===== src/rtl/plb_arb_pkg.sv =====
`default_nettype none
// ============================================================================
//  Module      : plb_arb_pkg
//  Description : Shared definitions for the PLB write-port arbiter: the
//                arbiter state encoding and the default parameter values
//                used by the interface, the picker and the top level.
//  Revision    : 1.0 - initial release
// ============================================================================
package plb_arb_pkg;

    // Arbiter state encoding, two bits wide.
    typedef enum logic [1:0] {
        IDLE       = 2'd0,
        ISSUE      = 2'd1,
        WAIT_CMPLT = 2'd2
    } arb_state_t;

    // Default widths and limits.
    localparam int DEF_NUM_REQ     = 2;
    localparam int DEF_ADDR_W      = 32;
    localparam int DEF_DATA_W      = 32;
    localparam int DEF_TIMEOUT_CYC = 1023;

endpackage : plb_arb_pkg
`default_nettype wire


===== src/rtl/plb_wr_arbiter_if.sv =====
`default_nettype none
// ============================================================================
//  Module      : plb_wr_arbiter_if
//  Description : PLB master-IPIF single-beat write port. The arbiter side
//                uses the master modport, the IPIF (or a bus model) uses
//                the slave modport.
//  Signals     : IP2Bus_MstWr_Req   - write request          (master -> slave)
//                IP2Bus_Mst_Addr    - write address          (master -> slave)
//                IP2Bus_MstWr_d     - write data             (master -> slave)
//                Bus2IP_Mst_CmdAck  - command acknowledge    (slave -> master)
//                Bus2IP_Mst_Cmplt   - transaction complete   (slave -> master)
//  Revision    : 1.0 - initial release
// ============================================================================
interface plb_wr_arbiter_if
    import plb_arb_pkg::*;
#(
    parameter int ADDR_W = DEF_ADDR_W,
    parameter int DATA_W = DEF_DATA_W
) ();

    logic              IP2Bus_MstWr_Req;
    logic [ADDR_W-1:0] IP2Bus_Mst_Addr;
    logic [DATA_W-1:0] IP2Bus_MstWr_d;
    logic              Bus2IP_Mst_CmdAck;
    logic              Bus2IP_Mst_Cmplt;

    modport master (
        output IP2Bus_MstWr_Req,
        output IP2Bus_Mst_Addr,
        output IP2Bus_MstWr_d,
        input  Bus2IP_Mst_CmdAck,
        input  Bus2IP_Mst_Cmplt
    );

    modport slave (
        input  IP2Bus_MstWr_Req,
        input  IP2Bus_Mst_Addr,
        input  IP2Bus_MstWr_d,
        output Bus2IP_Mst_CmdAck,
        output Bus2IP_Mst_Cmplt
    );

endinterface : plb_wr_arbiter_if
`default_nettype wire


===== src/rtl/rr_pick.sv =====
`default_nettype none
// ============================================================================
//  Module      : rr_pick
//  Description : Combinational round-robin picker. Returns the first
//                asserted request at or after ptr, wrapping modulo NUM_REQ.
//  Ports       : req   - request vector
//                ptr   - round-robin start position (0..NUM_REQ-1)
//                valid - at least one request is asserted
//                idx   - index of the selected request
//  Revision    : 1.0 - initial release
// ============================================================================
module rr_pick
    import plb_arb_pkg::*;
#(
    parameter int NUM_REQ = DEF_NUM_REQ
) (
    input  logic [NUM_REQ-1:0]         req,
    input  logic [$clog2(NUM_REQ)-1:0] ptr,
    output logic                       valid,
    output logic [$clog2(NUM_REQ)-1:0] idx
);

    localparam int IDX_W = $clog2(NUM_REQ);

    always_comb begin
        int cand;
        valid = 1'b0;
        idx   = '0;
        cand  = 0;
        // Scan from the farthest offset to the nearest so that the last
        // hit written, i.e. the one closest to ptr, is the winner.
        for (int k = NUM_REQ - 1; k >= 0; k--) begin
            cand = int'(ptr) + k;
            if (cand >= NUM_REQ) begin
                cand = cand - NUM_REQ;
            end
            if (req[IDX_W'(cand)]) begin
                valid = 1'b1;
                idx   = IDX_W'(cand);
            end
        end
    end

endmodule : rr_pick
`default_nettype wire


===== src/rtl/plb_wr_arbiter.sv =====
`default_nettype none
// ============================================================================
//  Module      : plb_wr_arbiter
//  Description : Shares one PLB master write port between NUM_REQ write
//                requesters. One single-beat write is in flight at a time,
//                chosen round-robin; address and data are registered for
//                the whole transaction and the bus acknowledge/complete
//                are steered back to the granted requester only.
//  Ports       : PLB_clk      - clock
//                reset_n      - asynchronous active-low reset
//                req_wr_req   - per-requester write request
//                req_addr     - packed addresses, requester i at [i*ADDR_W +: ADDR_W]
//                req_data     - packed write data, same packing
//                req_cmdack   - one-hot command acknowledge
//                req_cmplt    - one-hot completion pulse
//                req_timeout  - one-hot watchdog abort (timeout build only)
//                bus          - PLB master write port (master modport)
//                busy         - arbiter not in IDLE
//                grant_idx    - current or last granted requester
//  Config      : PLB_WR_ARB_TIMEOUT_EN - enables the TIMEOUT_CYC watchdog
//                and the req_timeout port.
//  Revision    : 1.0 - initial release
// ============================================================================
module plb_wr_arbiter
    import plb_arb_pkg::*;
#(
    parameter int NUM_REQ     = DEF_NUM_REQ,
    parameter int ADDR_W      = DEF_ADDR_W,
    parameter int DATA_W      = DEF_DATA_W,
    parameter int TIMEOUT_CYC = DEF_TIMEOUT_CYC
) (
    input  logic                       PLB_clk,
    input  logic                       reset_n,
    input  logic [NUM_REQ-1:0]         req_wr_req,
    input  logic [NUM_REQ*ADDR_W-1:0]  req_addr,
    input  logic [NUM_REQ*DATA_W-1:0]  req_data,
    output logic [NUM_REQ-1:0]         req_cmdack,
    output logic [NUM_REQ-1:0]         req_cmplt,
`ifdef PLB_WR_ARB_TIMEOUT_EN
    output logic [NUM_REQ-1:0]         req_timeout,
`endif
    plb_wr_arbiter_if.master           bus,
    output logic                       busy,
    output logic [$clog2(NUM_REQ)-1:0] grant_idx
);

    localparam int                IDX_W    = $clog2(NUM_REQ);
    localparam logic [IDX_W-1:0]  LAST_IDX = IDX_W'(NUM_REQ - 1);

    arb_state_t        state_q,     state_d;
    logic [IDX_W-1:0]  rr_ptr_q,    rr_ptr_d;
    logic [IDX_W-1:0]  grant_idx_q, grant_idx_d;
    logic [ADDR_W-1:0] addr_q,      addr_d;
    logic [DATA_W-1:0] data_q,      data_d;

    logic              pick_valid;
    logic [IDX_W-1:0]  pick_idx;
    logic [IDX_W-1:0]  next_ptr;
    logic [NUM_REQ-1:0] grant_onehot;
    logic              cmdack_fire;
    logic              done_fire;
    logic              timeout_fire;

    rr_pick #(
        .NUM_REQ (NUM_REQ)
    ) u_rr_pick (
        .req   (req_wr_req),
        .ptr   (rr_ptr_q),
        .valid (pick_valid),
        .idx   (pick_idx)
    );

    // Bus responses only count while a transaction is in the matching state.
    assign cmdack_fire  = (state_q == ISSUE) && bus.Bus2IP_Mst_CmdAck;
    assign done_fire    = (cmdack_fire && bus.Bus2IP_Mst_Cmplt) ||
                          ((state_q == WAIT_CMPLT) && bus.Bus2IP_Mst_Cmplt);
    assign next_ptr     = (grant_idx_q == LAST_IDX) ? '0 : grant_idx_q + 1'b1;
    assign grant_onehot = NUM_REQ'(1) << grant_idx_q;

`ifdef PLB_WR_ARB_TIMEOUT_EN
    localparam int CNT_W = $clog2(TIMEOUT_CYC + 1);

    logic [CNT_W-1:0] wdog_q, wdog_d;

    // Held at zero in IDLE, so every ISSUE entry starts from zero. The
    // count never passes TIMEOUT_CYC because the limit always leaves
    // the busy states (via timeout or a same-cycle completion).
    always_comb begin
        wdog_d = wdog_q;
        if (state_q == IDLE) begin
            wdog_d = '0;
        end else begin
            wdog_d = wdog_q + 1'b1;
        end
    end

    always_ff @(posedge PLB_clk or negedge reset_n) begin
        if (!reset_n) begin
            wdog_q <= '0;
        end else begin
            wdog_q <= wdog_d;
        end
    end

    // A completion in the limit cycle takes precedence over the abort.
    assign timeout_fire = (state_q != IDLE) && (wdog_q == CNT_W'(TIMEOUT_CYC)) && !done_fire;
    assign req_timeout  = timeout_fire ? grant_onehot : '0;
`else
    logic unused_timeout_cfg;

    assign timeout_fire       = 1'b0;
    assign unused_timeout_cfg = (TIMEOUT_CYC > 0);
`endif

    // Next-state and datapath latch logic.
    always_comb begin
        state_d     = state_q;
        rr_ptr_d    = rr_ptr_q;
        grant_idx_d = grant_idx_q;
        addr_d      = addr_q;
        data_d      = data_q;
        case (state_q)
            IDLE: begin
                if (pick_valid) begin
                    grant_idx_d = pick_idx;
                    addr_d      = req_addr[int'(pick_idx) * ADDR_W +: ADDR_W];
                    data_d      = req_data[int'(pick_idx) * DATA_W +: DATA_W];
                    state_d     = ISSUE;
                end
            end
            ISSUE: begin
                if (done_fire || timeout_fire) begin
                    rr_ptr_d = next_ptr;
                    state_d  = IDLE;
                end else if (cmdack_fire) begin
                    state_d  = WAIT_CMPLT;
                end
            end
            WAIT_CMPLT: begin
                if (done_fire || timeout_fire) begin
                    rr_ptr_d = next_ptr;
                    state_d  = IDLE;
                end
            end
            default: begin
                state_d = IDLE;
            end
        endcase
    end

    always_ff @(posedge PLB_clk or negedge reset_n) begin
        if (!reset_n) begin
            state_q     <= IDLE;
            rr_ptr_q    <= '0;
            grant_idx_q <= '0;
            addr_q      <= '0;
            data_q      <= '0;
        end else begin
            state_q     <= state_d;
            rr_ptr_q    <= rr_ptr_d;
            grant_idx_q <= grant_idx_d;
            addr_q      <= addr_d;
            data_q      <= data_d;
        end
    end

    assign bus.IP2Bus_MstWr_Req = (state_q == ISSUE);
    assign bus.IP2Bus_Mst_Addr  = addr_q;
    assign bus.IP2Bus_MstWr_d   = data_q;

    assign req_cmdack = cmdack_fire ? grant_onehot : '0;
    assign req_cmplt  = done_fire   ? grant_onehot : '0;
    assign busy       = (state_q != IDLE);
    assign grant_idx  = grant_idx_q;

endmodule : plb_wr_arbiter
`default_nettype wire


===== src/flat_wrapper.sv =====
// flat-port wrapper written by rule: the top's interface ports become plain ports
module plb_wr_arbiter_flat import plb_arb_pkg::*;
#(
    parameter int NUM_REQ     = DEF_NUM_REQ,
    parameter int ADDR_W      = DEF_ADDR_W,
    parameter int DATA_W      = DEF_DATA_W,
    parameter int TIMEOUT_CYC = DEF_TIMEOUT_CYC
)
  (PLB_clk, reset_n, req_wr_req, req_addr, req_data, req_cmdack, req_cmplt, busy, grant_idx, bus_IP2Bus_MstWr_Req, bus_IP2Bus_Mst_Addr, bus_IP2Bus_MstWr_d, bus_Bus2IP_Mst_CmdAck, bus_Bus2IP_Mst_Cmplt);
  plb_wr_arbiter_if #(.ADDR_W(ADDR_W), .DATA_W(DATA_W)) bus_i ();
  input  logic PLB_clk;
  input  logic reset_n;
  input  logic [NUM_REQ-1:0] req_wr_req;
  input  logic [NUM_REQ*ADDR_W-1:0] req_addr;
  input  logic [NUM_REQ*DATA_W-1:0] req_data;
  output logic [NUM_REQ-1:0] req_cmdack;
  output logic [NUM_REQ-1:0] req_cmplt;
  output logic busy;
  output logic [$clog2(NUM_REQ)-1:0] grant_idx;
  output wire logic [$bits(bus_i.IP2Bus_MstWr_Req)-1:0] bus_IP2Bus_MstWr_Req;
  output wire logic [$bits(bus_i.IP2Bus_Mst_Addr)-1:0] bus_IP2Bus_Mst_Addr;
  output wire logic [$bits(bus_i.IP2Bus_MstWr_d)-1:0] bus_IP2Bus_MstWr_d;
  input wire logic [$bits(bus_i.Bus2IP_Mst_CmdAck)-1:0] bus_Bus2IP_Mst_CmdAck;
  input wire logic [$bits(bus_i.Bus2IP_Mst_Cmplt)-1:0] bus_Bus2IP_Mst_Cmplt;
  assign bus_IP2Bus_MstWr_Req = bus_i.IP2Bus_MstWr_Req;
  assign bus_IP2Bus_Mst_Addr = bus_i.IP2Bus_Mst_Addr;
  assign bus_IP2Bus_MstWr_d = bus_i.IP2Bus_MstWr_d;
  assign bus_i.Bus2IP_Mst_CmdAck = bus_Bus2IP_Mst_CmdAck;
  assign bus_i.Bus2IP_Mst_Cmplt = bus_Bus2IP_Mst_Cmplt;
  plb_wr_arbiter #(.NUM_REQ(NUM_REQ), .ADDR_W(ADDR_W), .DATA_W(DATA_W), .TIMEOUT_CYC(TIMEOUT_CYC)) u_core (.PLB_clk(PLB_clk), .reset_n(reset_n), .req_wr_req(req_wr_req), .req_addr(req_addr), .req_data(req_data), .req_cmdack(req_cmdack), .req_cmplt(req_cmplt), .bus(bus_i), .busy(busy), .grant_idx(grant_idx));
endmodule

===== config.mk =====
export PLATFORM = sky130hd
export DESIGN_NAME = plb_wr_arbiter_flat
export DESIGN_NICKNAME = d
export VERILOG_FILES = /design/src/rtl/plb_arb_pkg.sv /design/src/rtl/plb_wr_arbiter_if.sv /design/src/rtl/rr_pick.sv /design/src/rtl/plb_wr_arbiter.sv /design/src/flat_wrapper.sv
export SDC_FILE = /design/constraint.sdc
export NUM_CORES = 1
export LEC_CHECK = 0
export CELL_PAD_IN_SITES_DETAIL_PLACEMENT = 2
export CELL_PAD_IN_SITES_GLOBAL_PLACEMENT = 2
export CORE_ASPECT_RATIO = 1.25
export CORE_MARGIN = 1
export CORE_UTILIZATION = 22
export CTS_CLUSTER_DIAMETER = 80
export DETAILED_ROUTE_END_ITERATION = 10
export PLACE_DENSITY = 0.91
export SLEW_MARGIN = 20
export SYNTH_ARGS = -nofsm -noshare
export SYNTH_HDL_FRONTEND = slang
export SYNTH_SLANG_ARGS = --single-unit

===== constraint.sdc =====
create_clock -name PLB_clk -period 2.5 [get_ports PLB_clk]
set_input_delay 0.5 -clock PLB_clk [delete_from_list [all_inputs] [get_ports PLB_clk]]
set_output_delay 0.5 -clock PLB_clk [all_outputs]
set_load 0.005 [all_outputs]

After elaboration in Yosys (flattened, before gate mapping). Index checks and enable logic that the tools add are counted. Widths: inputs -> output; s select.

Memories: 0. Bits in latches: 0. Bits in registers: 68. Input bits: 134. Word-level logic and storage cells: 49. Memory bits (writable): 0. Bits in read-only memories: 0.

Add/sub/neg operators: 4. Bitwise logic cells: 0. Equality and inequality tests: 5. $mul: 0. Divide/modulo/power cells: 0. $lt $le $gt $ge: 4. Reductions and logical operators: 10. Mux-type cells: 18. Shift-type cells: 3.

Operators by type and width (number): $shiftx 64x7->32 (2); $mux 2 (6); $mux 1 (11); $lt 1x3->1 const B (2); $pmux 2 s3 (1); $ne 2x1->1 const B (2); $reduce_and 2->1 (2); $logic_and 1x1->1 (3); $ne 3x1->1 const B (1); $reduce_and 3->1 (1); $add 1x1->2 const B (1); $eq 2x1->1 const B (1); $eq 2x2->1 const B (1); $ge 1x2->1 const B (1); $ge 2x2->1 const B (1); $logic_not 2->1 (1); $reduce_bool 2->1 (1); $reduce_or 2->1 (1); $shl 1x1->2 const A (1); $sub 1x1->1 const B (2); $add 1x1->1 const B (1); $logic_or 1x1->1 (1).

Longest topological paths before layout.
Depth in word-level cells: 10. Gate-level depth with buffers: 7.

Modules after synthesis. A second synthesis with hierarchy kept.

Cell total of the unflattened synthesis: 310. Area total of the unflattened synthesis: 3324.4 µm².

Modules (own cells, without submodules): plb_wr_arbiter (instances 1, sequential area each 1701.6 µm², cells an instance 308, area each 3310.7 µm²); rr_pick (instances 1, sequential area each 0.0 µm², cells an instance 2, area each 13.8 µm²).

Least setup slack after synthesis. No wires, ideal clock.

Kind: flip-flop to output port. From: reg u_core.state_q[1]. To: out req_cmplt[1]. Cell stages (with the launch flop): 5. Arrival: 1.074 ns. Data required time: 2.000 ns. Slack: 0.926 ns. Cells stage by stage: dfrtp_1 > inv_1 > ha_1 > a21oi_1 > and3b_1.

Word-level cells in the longest chain between the ends: 5.

Ends and longest elaborated chain: from (decl) (line plb_wr_arbiter.sv:50) `arb_state_t state_q, state_d;`; from (signal assigned) (line plb_wr_arbiter.sv:159) `state_q <= state_d;`; $eq 2x1->1; via bus_IP2Bus_MstWr_Req (line flat_wrapper.sv:20) `output wire logic [$bits(bus_i.IP2Bus_MstWr_Req)-1:0] bus_IP2Bus_MstWr_Req;`; $logic_and 1x1->1 (line plb_wr_arbiter.sv:74) `assign cmdack_fire = (state_q == ISSUE) && bus.Bus2IP_Mst_CmdAck;`; $logic_and 1x1->1 (line plb_wr_arbiter.sv:75) `assign done_fire = (cmdack_fire && bus.Bus2IP_Mst_Cmplt) ||`; $logic_or 1x1->1 (line plb_wr_arbiter.sv:75); $mux 2 (line plb_wr_arbiter.sv:172) `assign req_cmplt = done_fire ? grant_onehot : '0;`; to (decl) (line flat_wrapper.sv:17) `output logic [NUM_REQ-1:0] req_cmplt;`.

The timed path passes the listed nets, and every way through them passes these cells.

Worst setup path after layout.
From: reg u_core.state_q[0]. To: out req_cmplt[1].

Word-level cells in the longest chain between the ends: 5.

Ends and longest elaborated chain (line): $eq 2x1->1 (plb_wr_arbiter.sv:74); $logic_and 1x1->1 (plb_wr_arbiter.sv:74); $logic_and 1x1->1 (plb_wr_arbiter.sv:75); $logic_or 1x1->1 * (plb_wr_arbiter.sv:75); $mux 2 * (plb_wr_arbiter.sv:172).

Mark *: on every way between the ends. The rest lies on a longest branch, timed or not.

==> reports/qor.csv <==
metric,value,unit
status,"finished, violations left",
failing checks,DRC,
Tcrit/Tclk final,97.0,%
M1 GR Usage,14.6,%
Post-CTS Hold Buffers,0,
"Net Count, Synth",447,
max-slew violations,0,
Initial Utilization,22.7,%
Fillers,1530,
Synthesis Warnings,0,
clock skew,6.73,ps
"Async S/R FF share, synth",100,%
first-pass GRT wire length,18.6,mm
CTS root buf,clkbuf_16,
"top cells by count, synth","dfrtp_1 (68), a21oi_1 (65), nor2_1 (65)",
dpl ws,142,ps
setup ws final,74.0,ps
n_diodes,0,
io pins,205,
fmax,412,MHz
Fin Setup TNS,0,ps
final setup fails,0,
Die H,139,um
Post-synth EDFFs,0,
fin crit period,2430,ps
total global routing overflow,0,
Yosys reg bits,68,
Hold WS,117,ps
WS Path Type,reg2out,
worst-path cell chain,inv_1 -> ha_1 -> a21oi_2 -> and3b_1 -> clkdlybuf4s50_1,
max cap viols,0,
initial antenna violation count,0,
Worst-Skew Late Latency,320,ps
Worst Path Arrival,1930,ps
vias per cell,4.47,
H-tree depth,3,
pin count of the biggest net entering global routing,55,
Rel. slew slack,62.9,%
worst path bufs/invs,2,
cell taking the most area after synthesis,dfrtp_1,
num rows,49,
post-CTS setup buffers,0,
Slowest cell on crit path,clkdlybuf4s50_1,
DR vias,3068,
register area,1710,sq um
Die X,112,um
Pre-Repair DR Iteration Count,7,
TritonCTS Sinks,68,
CP top delay family,buffers and inverters,
sequential element share of the synthesized area,51.6,%
biggest cell delay along the critical path,450,ps
layout cells sized above 1,5.11,%
synth unique cells,23,
Worst EP required,2000,ps
Synth-to-Final Area Change,73.8,%
Mean Syn Cell Area,10.7,sq um
top post-synthesis cells by area,"dfrtp_1 (52%), mux2i_1 (19%), a21oi_1 (9.9%), nor2_1 (7.4%), buf_12 (2.4%)",
Syn Inst Count,309,
CP Max Fanout,4,
CTS Buffer Depth,2,
GRT busiest layer,met2,
GR Layer Usage met2,31.7,%
DR iter-0 viols,92,
DIE AREA,15500,sq um
CTS buffer count,9,
Final Hold Vio Count,0,
Post-DP HPWL,9.41,mm
top-area cell type share of the netlist area,51.6,%
Post-DRT Antenna Nets,0,
number of global-route vias before repair,3632,
top_reg_cell synth,dfrtp_1,
total power,6.39,mW
port bufs,203,
M3 GR Usage,4.46,%
Hold Path Class,in2async,
placed cell areas,5440,sq um
worst slew pin tran,557,ps
Crit. End Element,output port,
GP Congestion,0.706,
top-count cell post-synth,dfrtp_1,
power per cell area,1110,nW/um^2
routed len/inst,17.1,um
"Clk pin slew, worst setup/hold paths",50,ps
core area,14500,sq um
Setup crit start kind,flop,
GRT Total Usage,15.6,%
Post-Route WL,11.7,mm
synthesized area,3300,sq um
final net count,644,
Max rail drop VDD,0.445,mV
Worst R2R Path Depth,6,
Levels on crit path,5,
cell area after layout,5740,sq um
reg2reg setup slack,680,ps
detailed-route DRC error count,14,
Leakage Power,2.34,nW
area of the multi-input gates,1400,sq um
CTS tree,yes,
[area by class of cell]
type	instances	area share (%)
clock buffer	12	4.65
inverter	4	0.262
clock inverter	2	0.174
sequential	68	29.7
tap	178	3.88
timing repair buffer	208	36.9
multi-input combinational	215	24.4
[per-layer routing]
metal  vias to the layer above  share of wire, %
li1                       1460                 -
met1                      1482                33
met2                       111                58
met3                        15               6.9
met4                         0               1.7
met5                         -                 0
[final timing paths]
kind,from,endpoint
setup / recovery,u_core.state_q[0]$_DFFE_PN0P_,req_cmplt[1]
hold / removal,reset_n,u_core.bus.IP2Bus_MstWr_d[1]$_DFFE_PN0P_
setup reg to reg,u_core.state_q[1]$_DFFE_PN0P_,u_core.bus.IP2Bus_Mst_Addr[5]$_DFFE_PN0P_
hold reg to reg,u_core.bus.IP2Bus_Mst_Addr[31]$_DFFE_PN0P_,u_core.bus.IP2Bus_Mst_Addr[31]$_DFFE_PN0P_
max in group asynchronous,reset_n,u_core.bus.IP2Bus_MstWr_d[31]$_DFFE_PN0P_
min in group PLB_clk,u_core.bus.IP2Bus_Mst_Addr[31]$_DFFE_PN0P_,u_core.bus.IP2Bus_Mst_Addr[31]$_DFFE_PN0P_
[worst reg2reg max path, stage by stage, from the launching register on]
cell and delay (ps):
dfrtp_1 400, inv_1 160, ha_1 220, and2_4 430, buf_12 310, nor2_1 80
a21oi_1 140
[state kept, by name, summed over array words and instances (netlist names)]
signal	flops
u_core.bus.IP2Bus_Mst_Addr	32
u_core.state_q	2
u_core.bus.IP2Bus_MstWr_d	32
u_core.rr_ptr_q	1
u_core.grant_idx	1
[per-stage QoR]
step	utilization, %	std cells
floorplan	-	309
finish	39.5	687
global placement	37.5	673
global route	39.5	687
detailed placement	37.5	673
CTS	39.4	687
[power breakdown]
group	internal (mW)	switching (mW)
combinational	1.83	1.30
sequential	1.65	0.423
clock	0.738	0.445
[repair_timing]
| action | 4_1_cts | 5_1_grt |
|---|---|---|
| setup endpoints to repair | 1 | 2 |
| hold endpoints to repair | 0 | 0 |
| gates resized for setup | 1 | 2 |
[cells by family (layout without fill, tap and decap cells)]
kind of cell    count (synthesis)  in the layout  share of synthesized area (%)
fa+ha+maj                       4              4                           1.52
simple gates                   74             74                           9.06
compound gates                 71             71                           11.2
flops                          68             68                           51.6
mux                            66             66                           20.1
buf+inv                        26            226                           6.60
[cell usage in the layout (no fill, tap or decap), drive strengths merged]
| cell | count |
|---|---|
| and3 | 1 |
| dfrtp | 68 |
| mux2 | 2 |
| clkdlybuf4s50 | 202 |
| ha | 4 |
| and3b | 1 |
| nor2b | 1 |
| nor2 | 65 |
| nand2b | 2 |
| nor3b | 1 |
| o2bb2ai | 1 |
| o21ai | 2 |
| a21oi | 65 |
| buf | 6 |
| mux2i | 64 |
| clkinv | 2 |
| nand2 | 2 |
| o31ai | 1 |
| and2 | 1 |
| o221ai | 1 |
| a2bb2oi | 1 |
| inv | 4 |
| clkbuf | 12 |
(Power assumes the default switching activity.)
